===== src/rtl/alu_seq_unit.sv =====
// Multi-cycle execute-stage ALU: logic/arith/compare/shift in one cycle, unsigned mul/divu iterate WIDTH cycles.
// Single-cycle ops complete 1 cycle after start; mul/divu complete WIDTH+1 cycles after start; start ignored while busy.
module alu_seq_unit #(
  parameter int WIDTH = 16
) (
  input  logic             clk,
  input  logic             reset,
  input  logic             start,
  input  logic [3:0]       op,
  input  logic [WIDTH-1:0] a,
  input  logic [WIDTH-1:0] b,
  output logic             busy,
  output logic             done,
  output logic [WIDTH-1:0] res,
  output logic [WIDTH-1:0] res_hi,
  output logic             zero,
  output logic             div_by_zero
);

  localparam int SW = $clog2(WIDTH);
  localparam int CW = $clog2(WIDTH + 1);

  localparam logic [3:0] OP_ADD  = 4'b0000;
  localparam logic [3:0] OP_SUB  = 4'b0001;
  localparam logic [3:0] OP_AND  = 4'b0010;
  localparam logic [3:0] OP_OR   = 4'b0011;
  localparam logic [3:0] OP_SLTU = 4'b0100;
  localparam logic [3:0] OP_MUL  = 4'b0101;
  localparam logic [3:0] OP_DIVU = 4'b0110;
  localparam logic [3:0] OP_XOR  = 4'b0111;
  localparam logic [3:0] OP_NOR  = 4'b1000;
  localparam logic [3:0] OP_SLT  = 4'b1001;
  localparam logic [3:0] OP_SLL  = 4'b1010;
  localparam logic [3:0] OP_SRL  = 4'b1011;
  localparam logic [3:0] OP_SRA  = 4'b1100;

  typedef enum logic {IDLE, RUN} state_t;

  state_t            state, state_nxt;
  logic [CW-1:0]     count;
  logic [WIDTH-1:0]  work_hi, work_lo, opnd_b;
  logic              is_div;
  logic [WIDTH-1:0]  alu_res, alu_hi;
  logic [WIDTH-1:0]  nxt_hi, nxt_lo;
  logic [SW-1:0]     shamt;
  logic              b_big;
  logic              iter_go;
  logic              last_iter;
  logic [WIDTH:0]    mul_sum;
  logic [WIDTH:0]    div_shift, div_diff;

  assign shamt     = b[SW-1:0];
  assign b_big     = (b >= WIDTH'(WIDTH));
  assign iter_go   = start && ((op == OP_MUL) || ((op == OP_DIVU) && (b != '0)));
  assign last_iter = (count == CW'(1));
  assign zero      = (res == '0);

  // Single-cycle result; divu only reaches here with b == 0.
  always_comb begin
    alu_res = a + b;
    alu_hi  = '0;
    case (op)
      OP_SUB:  alu_res = a - b;
      OP_AND:  alu_res = a & b;
      OP_OR:   alu_res = a | b;
      OP_XOR:  alu_res = a ^ b;
      OP_NOR:  alu_res = ~(a | b);
      OP_SLTU: alu_res = {{(WIDTH-1){1'b0}}, (a < b)};
      OP_SLT:  alu_res = {{(WIDTH-1){1'b0}}, ($signed(a) < $signed(b))};
      OP_SLL:  alu_res = b_big ? '0 : (a << shamt);
      OP_SRL:  alu_res = b_big ? '0 : (a >> shamt);
      OP_SRA:  alu_res = b_big ? {WIDTH{a[WIDTH-1]}} : WIDTH'($signed(a) >>> shamt);
      OP_DIVU: begin
        alu_res = '1;
        alu_hi  = a;
      end
      default: alu_res = a + b;
    endcase
  end

  // One iteration: shift-add multiply step or restoring divide step.
  always_comb begin
    mul_sum   = {1'b0, work_hi} + (work_lo[0] ? {1'b0, opnd_b} : '0);
    div_shift = {work_hi, work_lo[WIDTH-1]};
    div_diff  = div_shift - {1'b0, opnd_b};
    if (is_div) begin
      if (!div_diff[WIDTH]) begin
        nxt_hi = div_diff[WIDTH-1:0];
        nxt_lo = {work_lo[WIDTH-2:0], 1'b1};
      end else begin
        nxt_hi = div_shift[WIDTH-1:0];
        nxt_lo = {work_lo[WIDTH-2:0], 1'b0};
      end
    end else begin
      nxt_hi = mul_sum[WIDTH:1];
      nxt_lo = {mul_sum[0], work_lo[WIDTH-1:1]};
    end
  end

  always_ff @(posedge clk) begin
    if (reset) state <= IDLE;
    else       state <= state_nxt;
  end

  always_comb begin
    state_nxt = state;
    case (state)
      IDLE:    if (iter_go)   state_nxt = RUN;
      RUN:     if (last_iter) state_nxt = IDLE;
      default: state_nxt = IDLE;
    endcase
  end

  always_comb begin
    busy = (state == RUN);
  end

  always_ff @(posedge clk) begin
    if (reset) begin
      count       <= '0;
      work_hi     <= '0;
      work_lo     <= '0;
      opnd_b      <= '0;
      is_div      <= 1'b0;
      res         <= '0;
      res_hi      <= '0;
      div_by_zero <= 1'b0;
      done        <= 1'b0;
    end else begin
      done <= 1'b0;
      if (state == IDLE) begin
        if (iter_go) begin
          work_hi <= '0;
          work_lo <= a;
          opnd_b  <= b;
          is_div  <= (op == OP_DIVU);
          count   <= CW'(WIDTH);
        end else if (start) begin
          res         <= alu_res;
          res_hi      <= alu_hi;
          div_by_zero <= (op == OP_DIVU);
          done        <= 1'b1;
        end
      end else begin
        work_hi <= nxt_hi;
        work_lo <= nxt_lo;
        count   <= count - CW'(1);
        // Results are only published once the last iteration lands.
        if (last_iter) begin
          res         <= nxt_lo;
          res_hi      <= nxt_hi;
          div_by_zero <= 1'b0;
          done        <= 1'b1;
        end
      end
    end
  end

endmodule


===== config.mk =====
export PLATFORM = sky130hd
export DESIGN_NAME = alu_seq_unit
export DESIGN_NICKNAME = d
export VERILOG_FILES = /design/src/rtl/alu_seq_unit.sv
export SDC_FILE = /design/constraint.sdc
export NUM_CORES = 1
export LEC_CHECK = 0
export BUFFER_PORTS_ARGS = -buffer_cell sky130_fd_sc_hd__buf_2
export CORE_MARGIN = 5
export CORE_UTILIZATION = 57
export DETAILED_ROUTE_END_ITERATION = 6
export PLACE_DENSITY_LB_ADDON = 0.25
export SYNTH_ARGS = -nofsm -noshare
export SYNTH_HDL_FRONTEND = slang
export SYNTH_SLANG_ARGS = --single-unit

===== constraint.sdc =====
create_clock -name clk -period 3 [get_ports clk]
set_input_delay 0.15 -clock clk [delete_from_list [all_inputs] [get_ports clk]]
set_output_delay 0.15 -clock clk [all_outputs]
set_load 0.02 [all_outputs]

Word level (Yosys, flattened, before mapping)
Cells that the tools add are included.

storage, ports and cells
  register bits = 89
  output and inout bits = 36
  logic and storage cells = 85

cells by class
  add/subtract/negate cells = 5
  $lt $le $gt $ge = 3
  equality and inequality tests = 15
  shifts and indexed selects = 3
  muxes and demuxes = 35
  bitwise logic cells = 5
  reduce and logical (&&, ||, !) cells = 9

operators by type and width
  cell                 count
  $mux 16              20
  $pmux 16 s11         1
  $lt 16x16->1         2
  $eq 4x4->1 const B   5
  $add 16x16->17       1
  $sub 17x16->17       1
  $add 16x16->16       1
  $and 16x16->16       1
  $eq 4x3->1 const B   4
  $ge 16x5->1 const B  1
  $logic_not 16->1     1
  $not 16->16          1
  $or 16x16->16        1
  $reduce_bool 16->1   1
  $shl 16x4->16        1
  $shr 16x4->16        1
  $sshr 16x4->16       1
  $sub 16x16->16       1
  $xor 16x16->16       1
  $mux 1               11
  $mux 5               2
  $eq 4x2->1 const B   2
  $eq 5x1->1 const B   1
  $sub 5x1->5 const B  1
  10 further kinds     12

Logic depth before layout (Yosys ltp)
Gate-level depths: netlist of the first run.

  depth after elaboration = 6
  mapped depth = 13
  mapped depth without buffers = 12

Worst setup path before layout of the first run
No wires, ideal clock.

  path kind = input-to-reg
  from = input b[2]
  to = register res[14]
  library setup time = 0.086 ns
  arrival = 3.168 ns
  required time = 2.914 ns
  slack = -0.253 ns
  cell stages on the path = 12
  buffers on the path = 2
  cell sequence = inv_1 > clkbuf_1 > clkbuf_1 > ha_1 > nor2b_1 > o31a_1 > o41a_1 > a22o_1 > o41ai_1 > a21o_1 > o211ai_1 > a211oi_1

between the ends
  word-level cells in the longest chain between the ends = 6
  elaborated cells between the ends (all ways) = 19
  those cells by class = 2 x add/sub; 1 x order compare; 1 x eq/ne; 3 x shift; 7 x mux; 5 x reduce/logical

RTL lines
  what                                              line     source
  start: declaration                                11       input logic [WIDTH-1:0] b,
  $ge 16x5->1, or another cell as far along         53       assign b_big = (b >= WIDTH'(WIDTH));
  $mux 16, or another cell as far along             72       OP_SRA: alu_res = b_big ? {WIDTH{a[WIDTH-1]}} : WIDTH'($signed(a) >>> shamt);
  $pmux 16 s11 or $logic_or 1x1->1 (tied branches)  62, 54
  $mux 16 or $logic_and 1x1->1 (tied branches)      138, 54
  $mux 16 or $ne 2x2->1 (tied branches)             -
  $mux 16 or $reduce_and 3->1 (tied branches)       -
  end signal: assignment                            139      res <= alu_res;
  end signal: assignment                            150      res <= nxt_lo;
  end: declaration                                  14       output logic [WIDTH-1:0] res,

Several ways; a longest one is shown, not always the timed one. The select of a mux whose other input is x is not followed.
A chain may end at the register's enable or synchronous reset.

Final worst setup path of the first run
  from = register work_lo[15]
  to = register res_hi[12]

between the ends
  word-level cells in the longest chain between the ends = 5

RTL lines
  what                      line  source
  start: declaration        41    logic [WIDTH-1:0] work_hi, work_lo, opnd_b;
  start signal: assignment  146   work_lo <= nxt_lo;
  $sub 17x16->17            85    div_diff = div_shift - {1'b0, opnd_b};
  $mux 16                   87    if (!div_diff[WIDTH]) begin
  $mux 16                   86    if (is_div) begin
  $mux 16                   149   if (last_iter) begin
  $mux 16                   131   if (state == IDLE) begin
  end signal: assignment    140   res_hi <= alu_hi;
  end signal: assignment    151   res_hi <= nxt_hi;
  end: declaration          15    output logic [WIDTH-1:0] res_hi,

Every way passes these cells. The select of a mux whose other input is x is not followed.

==> results of run 1 <==
[cells in the mapped netlist, types with 12 or more instances]
cell,instances
mux2i_1,15
mux4_2,28
clkbuf_1,70
nand2b_1,12
buf_2,12
or3_1,12
nor2b_1,12
inv_1,83
nor2_1,101
a21o_1,15
a31oi_1,18
mux2_2,23
and3_1,14
nand3_1,29
o21a_1,14
nand2_1,134
nor3_1,38
a221oi_1,14
o21ai_0,61
a22oi_1,14
and2_1,24
ha_1,83
a21oi_1,123
a211oi_1,41
o211ai_1,18
xnor2_1,22
dfxtp_1,89
[state kept, by name, indices dropped and copies added, names as in the netlist, 5 cells and up]
| register | flops |
|---|---|
| work_hi | 16 |
| opnd_b | 16 |
| res | 16 |
| res_hi | 16 |
| work_lo | 16 |
| count | 5 |
[metrics by stage]
step | cells | hold slack [ns] | total power, mW | util (%)
2_1_floorplan | 1302 | 0.286 | 2.16 | -
3_3_place_gp | 1650 | 0.455 | 2.69 | 65.8
3_5_place_dp | 1650 | 0.462 | 2.70 | 65.8
4_1_cts | 1668 | 0.0995 | 3.82 | 67.8
5_1_grt | 1672 | 0.125 | 4.04 | 68.9
6_report | 1672 | 0.107 | 3.91 | 68.9
[worst register-to-register path, cell delays in order, from the launching register on]
cell and delay (ns):
dfxtp_2 0.33, inv_2 0.06, ha_4 0.12, inv_1 0.05
fa_2 0.37, a211oi_2 0.22, buf_4 0.17, o21ai_4 0.07
nand3_2 0.12, a31oi_4 0.10, buf_6 0.14, nor3_4 0.23
buf_6 0.18, mux2_4 0.31, a22oi_2 0.20, o32ai_2 0.12
[power groups by stage]
stage / sequential [mW] / combinational (mW) / clock [mW]
5_1_grt: 1.29 / 1.59 / 1.16
4_1_cts: 1.28 / 1.42 / 1.12
2_1_floorplan: 1.34 / 0.819 / 0
3_3_place_gp: 1.31 / 1.38 / 0
6_report: 1.28 / 1.51 / 1.12
3_5_place_dp: 1.31 / 1.39 / 0
[final cells by class]
class                   count  area [sq um]
repair buffers            222          1520
inverters                  83           312
flip-flops and latches     89          1780
fillers                  1458          5330
well taps                 225           282
clock buffers               9           225
multi-input cells        1037          7600
clock inverters             7          72.6
[how the worst max path moves through the flow]
stage / end / slack [ns] / depth (start not counted)
floorplan: res_hi[6] / 0.01 / 13
global placement: res_hi[3] / -0.07 / 14
detailed placement: res_hi[6] / -0.16 / 15
CTS: res_hi[15] / -0.01 / 16
global route: res_hi[12] / -0.06 / 15
finish: res_hi[12] / 0.04 / 15
[metal layers]
metal	track usage [%]	routed length (um)	share of wire (%)
met5	0	0	0
met4	26.3	3310	8.2
met3	4.92	3950	9.8
met2	61.9	18100	45
met1	49.2	15100	37
[cell families after synthesis]
logic type	Yosys count	synth area share, %
compound gates	432	29.8
simple gates	420	20.4
buf+inv	176	7.00
flops	89	18.1
fa+ha+maj	87	11.3
mux	66	10.5
xor+xnor	32	2.84
[timing repair]
| action | in CTS | in global routing |
|---|---|---|
| setup endpoints to repair | 30 | 34 |
| gates resized for setup | 12 | 35 |
| buffers inserted | 1 | 3 |
| pin swaps | 0 | 23 |
| hold buffers | 0 | 0 |
| gates cloned | 1 | 1 |
==> metrics.csv, run 1 <==
stage,metric,value,unit
die,core_area,0.0171,sq mm
hold_path,whs_endpoint,opnd_b[8],
setup_path,cp.required,3.20,ns
setup_path,r2r-end,res_hi[12],
finish,layout_common_cells,"buf_4 (142), nand2_1 (134), a21oi_1 (122), nor2_1 (101), dfxtp_1 (87)",
route,drc_errors,0,
timing,min_period,2.96,ns
placed_design,dpl.hpwl,30700,um
yosys,yosys.area.top_type,dfxtp_1,
hold_path,hold_class,primary input to flop,
die,rows,48,
yosys,syn_area,0.00986,sq mm
timing,report.final.hold_viol_count,0,
yosys,synth_nets,1428,
clocking,clock_latency,0.35,ns
setup_path,path_delay_family,compound AO/OA/AOI/OAI gates,
yosys,ys_seq_area_share,18.1,%
pwr,sw_frac_of_total,37.9,%
yosys,syn_inst,1302,
timing,worstMarginPinSlew,0.812,ns
yosys,ys_ff_latch,89,
finish,layout_commonest_cell,buf_4,
route,ant_nets,0,
status,status,"complete, no violations",
setup_path,end_kind,flop,
die,io_pins,75,
die,die_h,142,um
clocking,clk_pin_slew,0.08,ns
setup_path,r2r_slack,0.04,ns
grt,grt_pass1_vias,10680,
placed_design,dpl_cell_area,0.0113,sq mm
pwr,vdd_drop_max,0.517,mV
yosys,synth_top_area_share,18.1,%
pwr,clkPwrFrac,28.6,%
setup_path,cp_num_buf_inv,5,
route,wl_per_cell,24.2,um
yosys,ys_top_cells_by_area,"dfxtp_1 (18%), ha_1 (11%), mux4_2 (6.4%)",
setup_path,cp-startpoint,work_lo[15],
setup_path,crit_path_start_kind,flop,
clocking,cts-root-buf,clkbuf_16,
pwr,pwr-share-seq,32.8,%
route,wl,40400,um
pwr,p_leak,4.94,nW
setup_path,worstPathMaxFanout,5,
grt,grt_overflow,0,
setup_path,cp_cell_sequence,inv_2 > ha_4 > inv_1 > fa_2 > a211oi_2 > buf_4 > o21ai_4 > nand3_2 > a31oi_4 > buf_6 > nor3_4 > buf_6 > mux2_4 > a22oi_2 > o32ai_2,
timing,maxSlewHeadroom,45.3,%
route,first_pass_iters,6,
pwr,power.density,331,mW/mm^2
route,drtIter0Drc,1301,
setup_path,cp_slowest_cell,fa_2,
finish,drive_gt1_share,23.9,%
timing,period_share,98.8,%
timing,finalClockSkew,0.0169,ns
hold_path,hold_start,b[8],
pwr,switchingPower,1.48,mW
finish,syn_to_final_growth,19.6,%
clocking,cts_tree,built,
yosys,async_reset_ff_share,0,%
clocking,cts_sinks,89,
grt,grt_pass1_wl,60900,um
timing,setup-violations-final,0,
setup_path,crit_top_cell,buf_6,
finish,final_area,0.0118,sq mm
setup_path,worstSetupPathType,flop to flop,
placed_design,place_congestion,1.06,
grt,grt_usage,38.9,%
die,start_util,57.6,%
timing,timing.setup.tns,0,ns
finish,antenna_cells,0,
die,die_x,142,um
route,vias_per_cell,6.79,
timing,max_freq,0.338,GHz
hold_path,min_delay_path_depth,3,
yosys,yosys_warnings,0,
yosys,synth_edf_count,0,
clocking,htree_levels,3,
die,die_area,0.0200,sq mm
run,drv_cap,0,
grt,grt_max_degree,42,
setup_path,reg2reg_depth,15,
route,num_vias,11361,
clocking,cts_buffers,9,
clocking,ctsLongestPathBuffers,2,
placed_design,numPortBuffers,74,
pwr,combinationalPowerShare,38.6,%
timing,setup_ws,0.0371,ns
finish,nNetsFinal,1568,
yosys,synth_cell_type_count,78,
timing,slew_viol_final,0,
setup_path,reg2reg_from,work_lo[15],
setup_path,cp.arrival,3.16,ns
grt,antenna_found_initial,0,
yosys,synth-main-ff-cell,dfxtp_1,
pwr,p_int,2.43,mW
setup_path,cp_slowest_stage_delay,0.37,ns
placed_design,pre_cts_slack,-0.160,ns
yosys,synth.avg_cell_area,7.57,sq um
Note: power is estimated with default switching activity, not from simulation.
==> run 2: changes to the inputs <==
CORE_UTILIZATION = 63   (was 57)
HOLD_SLACK_MARGIN = 0.12   (was unset)
clock period = 3.1 ns   (was 3 ns; I/O delays follow)
==> run 2 against run 1 <==
Against the previous run: sequential power barely moved; final area fell by 3.8%; die area fell by 8.9%; power fell by 5.2%; highest routed layer unchanged; hold slack improved by 0.028 ns; non-clock buffer count fell by 39; register-to-register slack got worse by 0.02 ns; setup slack got worse by 0.020 ns; sequential share of layout area rose by 0.59 points; largest cell class unchanged.
==> metrics.csv, run 2 (synthesis gave the netlist of run 1 again) <==
stage,metric,value,unit,change
status,status,"complete, no violations",,
finish,fillers,1238,,-15%
route,wl,37800,um,-6.4%
setup_path,reg2reg_depth,11,,-4
timing,worstMarginPinSlew,0.835,ns,+0.0227 ns
pwr,vdd_drop_max,0.220,mV,-57%
timing,max_freq,0.324,GHz,-3.9%
placed_design,numPortBuffers,74,,unchanged
clocking,htree_levels,3,,unchanged
timing,report.final.hold_viol_count,0,,unchanged
clocking,cts_sinks,89,,unchanged
setup_path,path_delay_family,compound AO/OA/AOI/OAI gates,,
setup_path,end_kind,flop,,
die,die_x,135,um,-4.5%
timing,period_share,99.5,%,+0.70 points
hold_path,min_delay_path_depth,3,,unchanged
setup_path,cp_num_buf_inv,2,,-3
clocking,cts_tree,built,,
hold_path,hold_class,primary input to flop,,
die,rows,45,,-6.3%
die,die_h,135,um,-4.5%
die,start_util,64.6,%,+7.0 points
grt,grt_pass1_vias,10695,,+0.14%
finish,antenna_cells,0,,unchanged
setup_path,cp_slowest_cell,or3_4,,
finish,syn_to_final_growth,15.1,%,
finish,layout_common_cells,"nand2_1 (134), a21oi_1 (122), buf_4 (104), nor2_1 (101), dfxtp_1 (87)",,
timing,setup-violations-final,0,,unchanged
run,drv_cap,0,,unchanged
die,core_area,0.0153,sq mm,-11%
timing,maxSlewHeadroom,44.3,%,-0.94 points
clocking,cts-root-buf,clkbuf_16,,
die,die_area,0.0183,sq mm,-8.9%
grt,grt_max_degree,44,,+4.8%
grt,grt_pass1_wl,57900,um,-4.9%
route,drc_errors,0,,unchanged
finish,final_cells,1618,,-3.2%
setup_path,r2r-end,res_hi[3],,
hold_path,hold_start,b[15],,
pwr,p_total,3.70,mW,-5.2%
setup_path,worstPathMaxFanout,4,,-1
die,io_pins,75,,unchanged
grt,antenna_found_initial,0,,unchanged
timing,finalClockSkew,0.00500,ns,-0.0119 ns
setup_path,cp.required,3.37,ns,+0.17 ns
setup_path,worstSetupPathType,flop to flop,,
route,wl_per_cell,23.4,um,-3.3%
setup_path,crit_path_start_kind,flop,,
setup_path,r2r_slack,0.02,ns,-0.02 ns
timing,slew_viol_final,0,,unchanged
setup_path,cp.arrival,3.35,ns,+0.19 ns
timing,min_period,3.08,ns,+0.120 ns
pwr,p_leak,4.70,nW,-4.9%
finish,final_area,0.0113,sq mm,-3.8%
pwr,power.density,326,mW/mm^2,-1.5%
clocking,ctsLongestPathBuffers,2,,unchanged
finish,layout_commonest_cell,nand2_1,,
placed_design,dp_cells,1596,,-3.3%
hold_path,whs_endpoint,opnd_b[15],,
clocking,cts_buffers,9,,unchanged
setup_path,cp_slowest_stage_delay,0.40,ns,+0.03 ns
grt,grt_overflow,0,,unchanged
grt,grt_usage,40.0,%,+1.1 points
setup_path,reg2reg_from,opnd_b[3],,
placed_design,place_congestion,1.04,,-1.5%
clocking,clk_pin_slew,0.06,ns,-0.02 ns
finish,nNetsFinal,1529,,-2.5%
route,num_vias,11434,,+0.64%
route,drtIter0Drc,1679,,+29%
finish,drive_gt1_share,20.7,%,-3.2 points
clocking,clock_latency,0.35,ns,about the same
route,ant_nets,0,,unchanged
route,first_pass_iters,6,,unchanged
route,vias_per_cell,7.07,,+4.0%
setup_path,cp_cell_sequence,inv_1 > ha_1 > o21ai_0 > o21ai_2 > and3_1 > a211oi_2 > buf_4 > or3_4 > or3_4 > a31o_2 > a211oi_2,,
placed_design,dpl_cell_area,0.0109,sq mm,-3.0%
placed_design,dpl.hpwl,28300,um,-8.1%
run 2: through the flow:
stage / utilization, % / setup WS [ns] / TNS (ns) / hold slack [ns]
after floorplan: - / 0.114 / 0 / 0.291
after global placement: 71.5 / -0.0181 / -0.0576 / 0.448
after detailed placement: 71.5 / -0.259 / -4.54 / 0.450
after CTS: 73.7 / 0.0175 / 0 / 0.123
after global routing: 74.4 / -0.0317 / -0.128 / 0.135
final: 74.4 / 0.0168 / 0 / 0.136
run 2: final cells by class:
class | count | area, sq um | share of cell area, %
Multi-Input combinational cell | 1037 | 7490 | 66.0
Clock buffer | 9 | 225 | 1.98
Sequential cell | 89 | 1780 | 15.7
Inverter | 83 | 312 | 2.75
Tap cell | 211 | 264 | 2.33
Timing Repair Buffer | 183 | 1210 | 10.7
Clock inverter | 6 | 60.1 | 0.529
run 2: worst min-delay path, delay by kind of cell:
kind            cells  cell delay (ns)
buf+inv             1             0.14
simple gates        1             0.08
compound gates      1             0.06
run 2: routing by layer:
layer / vias to the layer above / part of all wire (%) / GRT usage [%]
met5: - / 0 / 0
met4: 0 / 6.9 / 22.8
met3: 219 / 12 / 7.68
met2: 913 / 45 / 65.1
met1: 5256 / 36 / 49.4
li1: 5046 / - / -
run 2: report_power, final:
part | internal, mW | total (mW) | switching, mW
clock network | 0.616 | 1.08 | 0.465
registers | 1.20 | 1.25 | 0.0520
logic | 0.552 | 1.38 | 0.824
total | 2.36 | 3.70 | 1.34
run 2: worst max-delay path by stage:
| stage | start | end | slack [ns] | cells after the start |
|---|---|---|---|---|
| global route | opnd_b[4] | res_hi[14] | -0.03 | 12 |
| finish | opnd_b[3] | res_hi[3] | 0.02 | 11 |
| CTS | work_lo[15] | res_hi[15] | 0.02 | 15 |
| floorplan | work_lo[15] | res_hi[6] | 0.11 | 13 |
| global placement | work_lo[15] | res_hi[1] | -0.02 | 13 |
| detailed placement | work_lo[15] | res_hi[15] | -0.26 | 13 |
run 2: what timing repair did:
item | in CTS | in global routing
hold buffers | 3 | 0
setup endpoints to repair | 33 | 24
setup buffers | 0 | 4
endpoints found under the hold margin | 3 | 0
cloned | 0 | 0
pin swaps | 0 | 6
gates resized for setup | 4 | 18
